[config.mk]
export PLATFORM = sky130hd
export DESIGN_NAME = mem_loader
export DESIGN_NICKNAME = d
export VERILOG_FILES = /design/src/rtl/mem_loader_pkg.sv /design/src/rtl/mem_checksum.sv /design/src/rtl/mem_loader.sv
export SDC_FILE = /design/constraint.sdc
export NUM_CORES = 1
export LEC_CHECK = 0
export ABC_AREA = 1
export ABC_CLOCK_PERIOD_IN_PS = 2570
export CAP_MARGIN = 20
export CORE_ASPECT_RATIO = 2
export CORE_MARGIN = 2
export CORE_UTILIZATION = 35
export DETAILED_ROUTE_END_ITERATION = 6
export HOLD_SLACK_MARGIN = 0.15
export SYNTH_ARGS = -nofsm -noshare
export SYNTH_HDL_FRONTEND = slang
export SYNTH_HIERARCHICAL = 1
export SYNTH_SLANG_ARGS = --single-unit
[constraint.sdc]
create_clock -name clock -period 2.57 [get_ports clock]
set_clock_uncertainty 0.05 [all_clocks]
set_input_delay 0.6425 -clock clock [delete_from_list [all_inputs] [get_ports clock]]
set_output_delay 0.6425 -clock clock [all_outputs]
set_load 0.03 [all_outputs]
[src/rtl/mem_loader_pkg.sv]
// Shared types and constants for the memory image loader.
// The VERIFY state is reachable only when MEM_LOADER_VERIFY_EN is defined.
package mem_loader_pkg;

  typedef enum logic [1:0] {
    ST_IDLE   = 2'd0,
    ST_LOAD   = 2'd1,
    ST_VERIFY = 2'd2,
    ST_DONE   = 2'd3
  } state_t;

  localparam logic MEM_WRITE = 1'b0;
  localparam logic MEM_READ  = 1'b1;

endpackage

[src/rtl/mem_checksum.sv]
// Modular (wrap-around) DATA_W-bit accumulator with synchronous clear and add-enable.
// Clear wins over add.
module mem_checksum #(
  parameter int DATA_W = 32
) (
  input  logic              clock,
  input  logic              reset,
  input  logic              i_clear,
  input  logic              i_add,
  input  logic [DATA_W-1:0] i_data,
  output logic [DATA_W-1:0] o_sum
);

  logic [DATA_W-1:0] r_sum;

  always_ff @(posedge clock) begin
    if (reset || i_clear) begin
      r_sum <= '0;
    end else if (i_add) begin
      r_sum <= r_sum + i_data;
    end
  end

  assign o_sum = r_sum;

endmodule

[src/rtl/mem_loader.sv]
// Streams an image from a valid/ready source into memory, optionally reading it back and
// comparing checksums. Define MEM_LOADER_VERIFY_EN to route LOAD through the VERIFY readback.
module mem_loader
  import mem_loader_pkg::*;
#(
  parameter int          DATA_W    = 32,
  parameter int          ADDR_W    = 32,
  parameter int          CNT_W     = 10,
  parameter int unsigned BASE_ADDR = 0,
  parameter int unsigned STRIDE    = 4
) (
  input  logic              clock,
  input  logic              reset,
  input  logic              start,
  input  logic              src_valid,
  input  logic [DATA_W-1:0] src_data,
  input  logic              src_last,
  output logic              src_ready,
  output logic [ADDR_W-1:0] mem_addr,
  output logic [DATA_W-1:0] mem_data_in,
  input  logic [DATA_W-1:0] mem_data_out,
  output logic              mem_rw,
  output logic              mem_en,
  output logic              busy,
  output logic              done,
  output logic [CNT_W:0]    word_count,
  output logic              sum_ok,
  output state_t            dbg_state
);

  // Handshake: a source word transfers on any cycle where src_valid && src_ready; src_ready
  // is high for the whole of LOAD, so the source may present or withhold words freely.

  localparam logic [CNT_W:0] LAST_IDX = {1'b0, {CNT_W{1'b1}}};
  localparam logic [CNT_W:0] CNT_ONE  = {{CNT_W{1'b0}}, 1'b1};

  state_t            r_state;
  logic [CNT_W:0]    r_word_count;
  logic [CNT_W:0]    r_rd_idx;
  logic              r_rd_pend;
  logic              r_sum_ok;

  logic              w_start_ok;
  logic              w_accept;
  logic              w_load_end;
  logic              w_rd_issue;
  logic [CNT_W:0]    w_idx;
  logic [ADDR_W-1:0] w_addr;
  logic [DATA_W-1:0] w_wr_sum;
  logic [DATA_W-1:0] w_rd_sum;
  logic [DATA_W-1:0] w_rd_final;

  assign w_start_ok = start && (r_state == ST_IDLE || r_state == ST_DONE);
  assign w_accept   = (r_state == ST_LOAD) && src_valid;
  assign w_load_end = w_accept && (src_last || r_word_count == LAST_IDX);
  assign w_rd_issue = (r_state == ST_VERIFY) && (r_rd_idx < r_word_count);
  assign w_idx      = (r_state == ST_VERIFY) ? r_rd_idx : r_word_count;
  assign w_addr     = ADDR_W'(BASE_ADDR) + ADDR_W'(STRIDE) * ADDR_W'(w_idx);

  // The last readback word lands in the same cycle VERIFY exits, so fold it in here.
  assign w_rd_final = w_rd_sum + (r_rd_pend ? mem_data_out : '0);

  mem_checksum #(.DATA_W(DATA_W)) u_wr_sum (
    .clock  (clock),
    .reset  (reset),
    .i_clear(w_start_ok),
    .i_add  (w_accept),
    .i_data (src_data),
    .o_sum  (w_wr_sum)
  );

  mem_checksum #(.DATA_W(DATA_W)) u_rd_sum (
    .clock  (clock),
    .reset  (reset),
    .i_clear(w_start_ok),
    .i_add  (r_rd_pend),
    .i_data (mem_data_out),
    .o_sum  (w_rd_sum)
  );

  always_ff @(posedge clock) begin
    if (reset) begin
      r_state      <= ST_IDLE;
      r_word_count <= '0;
      r_rd_idx     <= '0;
      r_rd_pend    <= 1'b0;
      r_sum_ok     <= 1'b0;
    end else begin
      r_rd_pend <= w_rd_issue;
      case (r_state)
        ST_IDLE, ST_DONE: begin
          if (start) begin
            r_state      <= ST_LOAD;
            r_word_count <= '0;
            r_rd_idx     <= '0;
            r_sum_ok     <= 1'b0;
          end
        end
        ST_LOAD: begin
          if (w_accept) begin
            r_word_count <= r_word_count + CNT_ONE;
            if (w_load_end) begin
`ifdef MEM_LOADER_VERIFY_EN
              r_state <= ST_VERIFY;
`else
              r_state  <= ST_DONE;
              r_sum_ok <= 1'b1;
`endif
            end
          end
        end
        ST_VERIFY: begin
          if (w_rd_issue) begin
            r_rd_idx <= r_rd_idx + CNT_ONE;
          end else begin
            r_state  <= ST_DONE;
            r_sum_ok <= (w_rd_final == w_wr_sum);
          end
        end
        default: r_state <= ST_IDLE;
      endcase
    end
  end

  always_comb begin
    src_ready   = 1'b0;
    mem_en      = 1'b0;
    mem_rw      = MEM_READ;
    mem_addr    = ADDR_W'(BASE_ADDR);
    mem_data_in = '0;
    if (r_state == ST_LOAD) begin
      src_ready   = 1'b1;
      mem_en      = src_valid;
      mem_rw      = MEM_WRITE;
      mem_addr    = w_addr;
      mem_data_in = src_data;
    end else if (w_rd_issue) begin
      mem_en   = 1'b1;
      mem_addr = w_addr;
    end
  end

  assign busy       = (r_state == ST_LOAD) || (r_state == ST_VERIFY);
  assign done       = (r_state == ST_DONE);
  assign word_count = r_word_count;
  assign sum_ok     = r_sum_ok;
  assign dbg_state  = r_state;

endmodule

**After elaboration in Yosys (flattened, before gate mapping)**

Index checks and enable logic that the tools add are counted.

- Bits in registers: 90
- Input port bits: 69
- Output and inout bits: 83

- Add/sub/neg operators: 5
- $lt $le $gt $ge: 1
- Equal/unequal tests: 10
- Mux-type cells: 24
- Reduce and logical (&&, ||, !) cells: 15

Operators with widths:

| cell | count |
|---|---|
| $add 32x32->32 | 3 |
| $mux 32 | 2 |
| $mux 11 | 4 |
| $pmux 11 s2 | 2 |
| $eq 32x32->1 | 1 |
| $mux 13 | 2 |
| $add 11x1->11 const B | 2 |
| $eq 11x10->1 const B | 1 |
| $lt 11x11->1 | 1 |
| $ne 2x2->1 const B | 5 |
| $mux 1 | 8 |
| $mux 2 | 4 |
| $pmux 2 s3 | 1 |
| $reduce_and 3->1 | 2 |
| $eq 2x2->1 const B | 2 |
| $logic_and 1x1->1 | 4 |
| $logic_or 1x1->1 | 4 |
| $reduce_and 4->1 | 1 |
| $reduce_bool 2->1 | 2 |
| $pmux 1 s3 | 1 |
| $eq 2x1->1 const B | 1 |
| $logic_not 2->1 | 1 |
| $reduce_or 2->1 | 1 |

**Logic depth before layout (Yosys ltp)**

Gate-level depths: netlist of run 1.

- Depth in word-level cells: 6
- Depth in mapped cells: 23
- Depth with buffers taken out: 22

**By module**

Netlist of run 1, hierarchy kept.

Modules (own cells, without submodules):

| module | times used | cells an instance | area each (µm²) |
|---|---|---|---|
| mem_checksum | 2 | 679 | 3682.3 |
| mem_loader | 1 | 993 | 5220.0 |

**Least setup slack after synthesis of run 1**

OpenSTA, ideal clock, no wires.

- Path kind: register to output
- Start: register r_word_count[2] (netlist: word_count[2])
- End: output port mem_addr[10]
- Arrival: 2.592 ns
- Required time: 1.877 ns
- Path slack: -0.714 ns
- Cell stages (with the launch flop): 12
- Cell sequence: dfxtp_1 inv_1 ha_1 a21oi_1 nand2_1 nand3_1 o2111ai_1 or2_1 inv_1 nor2_1 clkbuf_1 a211oi_1

- Longest elaborated chain between the ends: 4

RTL lines:

| what | RTL line | source |
|---|---|---|
| start: declaration | mem_loader.sv:38 | `logic [CNT_W:0] r_word_count;` |
| start signal: assignment | mem_loader.sv:101 | `r_word_count <= r_word_count + CNT_ONE;` |
| $lt 11x11->1 | mem_loader.sv:56 | `assign w_rd_issue = (r_state == ST_VERIFY) && (r_rd_idx < r_word_count);` |
| $logic_and 1x1->1 | mem_loader.sv:56 |  |
| $mux 13 | mem_loader.sv:137 | `end else if (w_rd_issue) begin` |
| $mux 13 | mem_loader.sv:131 | `if (r_state == ST_LOAD) begin` |
| end: declaration | mem_loader.sv:19 | `output logic [ADDR_W-1:0] mem_addr,` |

Every way passes these cells.

**Worst setup path after layout of run 1**

- Start: register r_word_count[2] (netlist: word_count[2])
- End: output port mem_addr[12]

Same word-level chain as after synthesis.

==> results.toml, run 1 <==
[outcome]
outcome = "complete, but fails checks"
violations = "negative setup slack"

[global_route]
grt_pass1_vias = 15610
grt_max_degree = 33
grt_usage_pct = 24.95
grt_antenna_before_repair = 0
grt-ovfl-total = 0
grt_pass1_wl_um = 74350

[route]
firstDrtPassIters = 5
routedWlPerCell_um = 14.72
drtAntennaViolNets = 0
via_count = 15280
viasPerCell = 4.762
drc = 0
drt-total-wl_um = 47220
dr.first_iter.drc_count = 742

[power_and_ir_drop]
pwr-share-seq_pct = 23.1
p_sw_mw = 3.207
power.internal_mw = 3.827
swShare_pct = 45.60
p_per_area_mw_per_mm2 = 395.4
clockPowerShare_pct = 21.0
p_leak_nw = 10.48
combPwrFrac_pct = 56.0
peakVddDrop_mv = 0.5103

[die]
die_x_um = 138.1
io-pin-count = 152
core_area_mm2 = 0.03556
row_count = 98
start_util_pct = 35.39
design.die.area_mm2 = 0.03758
die_y_um = 272.2

[synthesis]
netlist_instances = 2351
synth_edf_count = 0
syn_area_mm2 = 0.01258
synth_cell_types = 43
synth.avg_cell_area_um2 = 5.353
ys_warn_count = 6
synth-seq-cells = 90
ys_async_sr_fraction_pct = 0
synthFlopType = "dfxtp_1"
seq_area_frac_synth_pct = 14.32

[critical_path]
reg2regPathDepth = 20
r2r_end = "sum_ok"
cp_max_fo = 9
critPathRequiredTime_ns = 1.88
crit_arrival_ns = 2.36
start_kind = "flip-flop"
worstReg2RegStart = "r_rd_pend"
cp-end-kind = "output pin"
r2r_slack_ns = -0.20
path_class = "flip-flop to output pin"

[worst_hold_path]
hold_end = "u_wr_sum/o_sum[0]"
hold_class = "flip-flop to flip-flop"
hold_depth = 2
min_from = "u_wr_sum/o_sum[0]"

[clocking]
clkTransAtPathRegs_ns = 0.08
cts_tree = "built"
numCtsBuffers = 9
hold_buffers = 0
clk_latency_ns = 0.39
cts_buffer_depth = 2
h-tree-depth = 3
ctsRootBufferMaster = "clkbuf_16"
cts.sinks = 90

[layout]
final_common_cell = "nand2_1"
mostFrequentLayoutCells = "nand2_1 (764), inv_1 (494), buf_4 (316), nor2_1 (249), nand3_1 (126)"
area_growth_syn_to_layout_pct = 41.36
antenna_cells = 0
fill_cells = 3725
layout-drive-gt1-share_pct = 22.95
utilization_pct = 50.03
nNetsFinal = 2933

[sta]
fmax_mhz = 328.1
finalHoldViolCount = 0
period_minus_slack_ns = 3.048
setup_viol_count_final = 14
slew_headroom_pct = 61.52
tightest_slew_ns = 0.5765
fin_crit_sh_pct = 118.6
drv_slew = 0
setup_slack_ns = -0.4777
fin_setup_tns_ns = -5.648
rsz0062_at_grt = "true"

[placement]
place_congestion = 0.9949
dp_hpwl_um = 39320
numPortBuffers = 130
place_ws_ns = -0.9450

[run]
maxCapViolations = 0
synth_stat cells, types with 4 or more instances:
cell type  count  area (um2)
nand3b_1      10       75.07
nand4_1       14       87.58
nor3_2         4       40.04
o21ai_1        8       40.04
buf_4         23       172.7
clkbuf_1      21       78.83
ha_1         108        1351
o21ai_0       44       220.2
nor2_2        21       131.4
nor3_1        17       85.08
a211oi_1      13       97.59
nand2_1      797        2992
xor2_1        40       350.3
nor2_1       269        1010
dfxtp_1       90        1802
xnor2_1       16       140.1
nand3_2       11       110.1
o21bai_1      11       82.58
a21oi_1       94       470.5
inv_1        514        1929
nor4_1         5       31.28
nand3_1      136       680.7
inv_2          9       33.78
nand2_2       42       262.8
critical path, cell delays in order, from the launching register on:
cell and delay (ns):
dfxtp_4 0.36, inv_4 0.04, ha_4 0.21, a21oi_2 0.14, nand2_2 0.12, nand3_2 0.08
o2111ai_2 0.11, or2_4 0.31, inv_4 0.06, nor2_4 0.04, buf_12 0.15, a211oi_2 0.16
buf_4 0.19
timing repair:
| item | CTS | global route |
|---|---|---|
| setup endpoints to repair | 43 | 50 |
| endpoints found under the hold margin | 0 | 0 |
| resized for setup | 132 | 85 |
| pin swaps | 35 | 39 |
| setup buffers | 6 | 3 |
flip-flops by register name, summed over array words and instances, names as in the netlist:
signal and cells:
dbg_state 2, word_count 11, sum_ok 1, r_rd_idx 11, u_rd_sum/o_sum 32, r_rd_pend 1
u_wr_sum/o_sum 32
cell type report:
type,count,area [um2],area share [%]
Clock buffer,11,242.7,1.364
Clock inverter,5,53.80,0.3024
Multi-Input combinational cell,1706,9590,53.91
Tap cell,450,563.0,3.165
Sequential cell,90,1847,10.38
Timing Repair Buffer,423,3520,19.78
Inverter,523,1973,11.09
stage by stage:
stage / total power [mW] / cells / hold WS, ns / cell area [um2]
after global routing: 7.512 / 3208 / 0.4780 / 17790
after global placement: 5.367 / 3183 / 0.4329 / 16550
after CTS: 6.984 / 3205 / 0.4508 / 17440
after floorplan: 3.937 / 2371 / 0.4144 / 12970
final: 7.034 / 3208 / 0.4500 / 17790
after detailed placement: 5.415 / 3183 / 0.4394 / 16550
layer usage:
| metal | track usage (%) | part of all wire, % | up-vias |
|---|---|---|---|
| met5 | 0 | 0 | - |
| met3 | 3.094 | 2.7 | 203 |
| met1 | 20.92 | 33 | 6844 |
| met4 | 21.51 | 9.6 | 0 |
| li1 | - | - | 7841 |
| met2 | 50.21 | 55 | 387 |
logic make-up after synthesis:
kind of cell | Yosys count | synth area share, %
buffers and inverters | 575 | 18.14
XOR/XNOR | 56 | 3.897
other | 1 | 0.02980
adder cells (fa/ha/maj) | 111 | 11.22
AO/OA/AOI/OAI | 180 | 7.914
flip-flops | 90 | 14.32
AND/OR/NAND/NOR | 1338 | 44.48
power by group through the flow:
stage | clock network [mW] | logic, mW | registers, mW
floorplan | 0 | 2.29 | 1.64
global placement | 0 | 3.72 | 1.64
detailed placement | 0 | 3.77 | 1.65
CTS | 1.52 | 3.84 | 1.62
global route | 1.56 | 4.31 | 1.64
finish | 1.47 | 3.94 | 1.62
worst max-delay path by stage:
stage | cells past startpoint | slack, ns | start | endpoint
4_1_cts | 12 | -0.50 | word_count[4] | mem_addr[11]
6_report | 12 | -0.48 | word_count[2] | mem_addr[12]
2_1_floorplan | 11 | -0.07 | word_count[6] | mem_addr[10]
3_5_place_dp | 20 | -0.94 | mem_data_out[0] | sum_ok
3_3_place_gp | 20 | -0.96 | mem_data_out[0] | sum_ok
5_1_grt | 12 | -0.54 | word_count[2] | mem_addr[7]
No activity file was read; power rests on OpenSTA's default activity.
==> run 2: changes to the inputs <==
- ABC_CLOCK_PERIOD_IN_PS: 2570 -> 2900
- clock period: 2.57 -> 2.9 ns (I/O delays scaled with it)
==> run 2 against run 1 <==
  * Worst hold slack improved by 0.030 ns
  * Sequential share of layout area hardly changed
  * Die area did not move
  * Sequential power down 9.9%
  * The flow still finishes with violations (negative setup slack)
  * Utilization is 0.58 points lower
  * Critical path type unchanged
  * Final cell count fell by 1.3%
==> results.toml, run 2 (synthesis gave the netlist of run 1 again) <==
[route]
via_count = 15130
dr.first_iter.drc_count = 642
viasPerCell = 4.779
firstDrtPassIters = 5
drtAntennaViolNets = 0
routedWlPerCell_um = 15.34
drt-total-wl_um = 48560
drc = 0

[sta]
holdWs_ns = 0.4803
slew_headroom_pct = 54.83
fin_crit_sh_pct = 109.3
period_minus_slack_ns = 3.168
tightest_slew_ns = 0.6724
setup_slack_ns = -0.2685
drv_slew = 0
rsz0062_at_grt = "true"
finalHoldViolCount = 0
setup_viol_count_final = 12
fmax_mhz = 315.6

[clocking]
h-tree-depth = 3
numCtsBuffers = 9
hold_buffers = 0
ctsRootBufferMaster = "clkbuf_16"
cts.sinks = 90
cts_buffer_depth = 2
cts_tree = "built"
clkTransAtPathRegs_ns = 0.07
clk_latency_ns = 0.39

[worst_hold_path]
hold_depth = 2
hold_end = "u_rd_sum/o_sum[0]"
hold_class = "flip-flop to flip-flop"
min_from = "u_rd_sum/o_sum[0]"

[die]
io-pin-count = 152
die_y_um = 272.2
core_area_mm2 = 0.03556
row_count = 98
die_x_um = 138.1
start_util_pct = 35.39
design.die.area_mm2 = 0.03758

[critical_path]
path_cells = "inv_4, ha_4, a21oi_2, nand2_2, nand3_2, o2111ai_4, or2_1, inv_2, nor2_4, buf_12, a211oi_2, buf_4"
worstReg2RegStart = "r_rd_pend"
crit_slowest_cell = "dfxtp_4"
cp_top_family = "simple AND/OR/NAND/NOR gates"
start_kind = "flip-flop"
r2r_end = "sum_ok"
cp-end-kind = "output pin"
critPathMaxStageDelay_ns = 0.36
cp_num_buf_inv = 4
path_class = "flip-flop to output pin"
critPathRequiredTime_ns = 2.12
reg2regPathDepth = 18
cp_max_fo = 6
r2r_slack_ns = 0.02
crit_arrival_ns = 2.39

[run]
maxCapViolations = 0

[global_route]
grt_max_degree = 49
grt-ovfl-total = 0
grt_pass1_wl_um = 73950
grt_pass1_vias = 15280
grt_usage_pct = 25.04
grt_antenna_before_repair = 0

[layout]
nNetsFinal = 2892
final_common_cell = "nand2_1"
finalNonFillerCells = 3166
layout-drive-gt1-share_pct = 21.91
antenna_cells = 0
fill_cells = 3788
fin_area_mm2 = 0.01758
mostFrequentLayoutCells = "nand2_1 (742), inv_1 (491), buf_4 (264), nor2_1 (246), nand3_1 (127)"
multiInputGateArea_mm2 = 0.009664
ff_latch_area_mm2 = 0.001822
area_growth_syn_to_layout_pct = 39.72

[power_and_ir_drop]
p_per_area_mw_per_mm2 = 353.5
p_leak_nw = 10.31
peakVddDrop_mv = 0.4676

[placement]
dp_hpwl_um = 39390
dpl.cell_count = 3124
place_congestion = 1.001
place_area_mm2 = 0.01599
place_ws_ns = -0.8569
numPortBuffers = 130

[outcome]
violations = "negative setup slack"
outcome = "complete, but fails checks"
==> run 2: where the power goes <==
group          switching [mW]  total [mW]  internal (mW)
Clock                   0.619        1.35          0.735
Combinational            2.11        3.41           1.29
Sequential              0.124        1.46           1.33
Total                    2.85        6.22           3.36
==> run 2: layout make-up <==
type,count,area share (%)
Tap cell,450,3.202
Sequential cell,90,10.36
Clock buffer,13,1.537
Clock inverter,2,0.1992
Multi-Input combinational cell,1706,54.96
Timing Repair Buffer,382,18.54
Inverter,523,11.19
==> run 2: per-stage QoR <==
step | setup TNS, ns | power (mW) | util (%)
floorplan | 0 | 3.466 | -
global placement | -4.380 | 4.636 | 44.98
detailed placement | -4.832 | 4.672 | 44.98
CTS | -3.821 | 6.177 | 47.80
global route | -3.888 | 6.600 | 49.45
finish | -2.999 | 6.216 | 49.45
==> run 2: worst max path at each step <==
stage                              end  slack (ns)  cells past startpoint            start
after floorplan           mem_addr[11]        0.01                     11    word_count[4]
after global placement          sum_ok       -0.81                     20  mem_data_out[7]
after detailed placement        sum_ok       -0.86                     20  mem_data_out[6]
after CTS                 mem_addr[12]       -0.35                     12    word_count[4]
after global routing       mem_addr[6]       -0.33                     12    word_count[2]
final                     mem_addr[12]       -0.27                     12    word_count[2]
==> run 2: timing repair <==
action,4_1_cts,5_1_grt
buffers inserted,12,10
endpoints found under the setup margin,25,18
resized for setup,157,112
pin swaps,45,50
gates cloned,2,3
==> run 2: tightest hold or removal path: stages, from the launching register on <==
cell and delay (ns):
dfxtp_1 0.35, nand2_1 0.08, a21oi_1 0.06
==> run 2: metal layers <==
| metal | vias up | routed length (um) | track usage [%] |
|---|---|---|---|
| met5 | - | 0 | 0 |
| met4 | 0 | 5075 | 21.75 |
| met3 | 211 | 1295 | 2.620 |
| met2 | 399 | 26860 | 51.24 |
| met1 | 6764 | 15330 | 20.55 |
| li1 | 7756 | - | - |
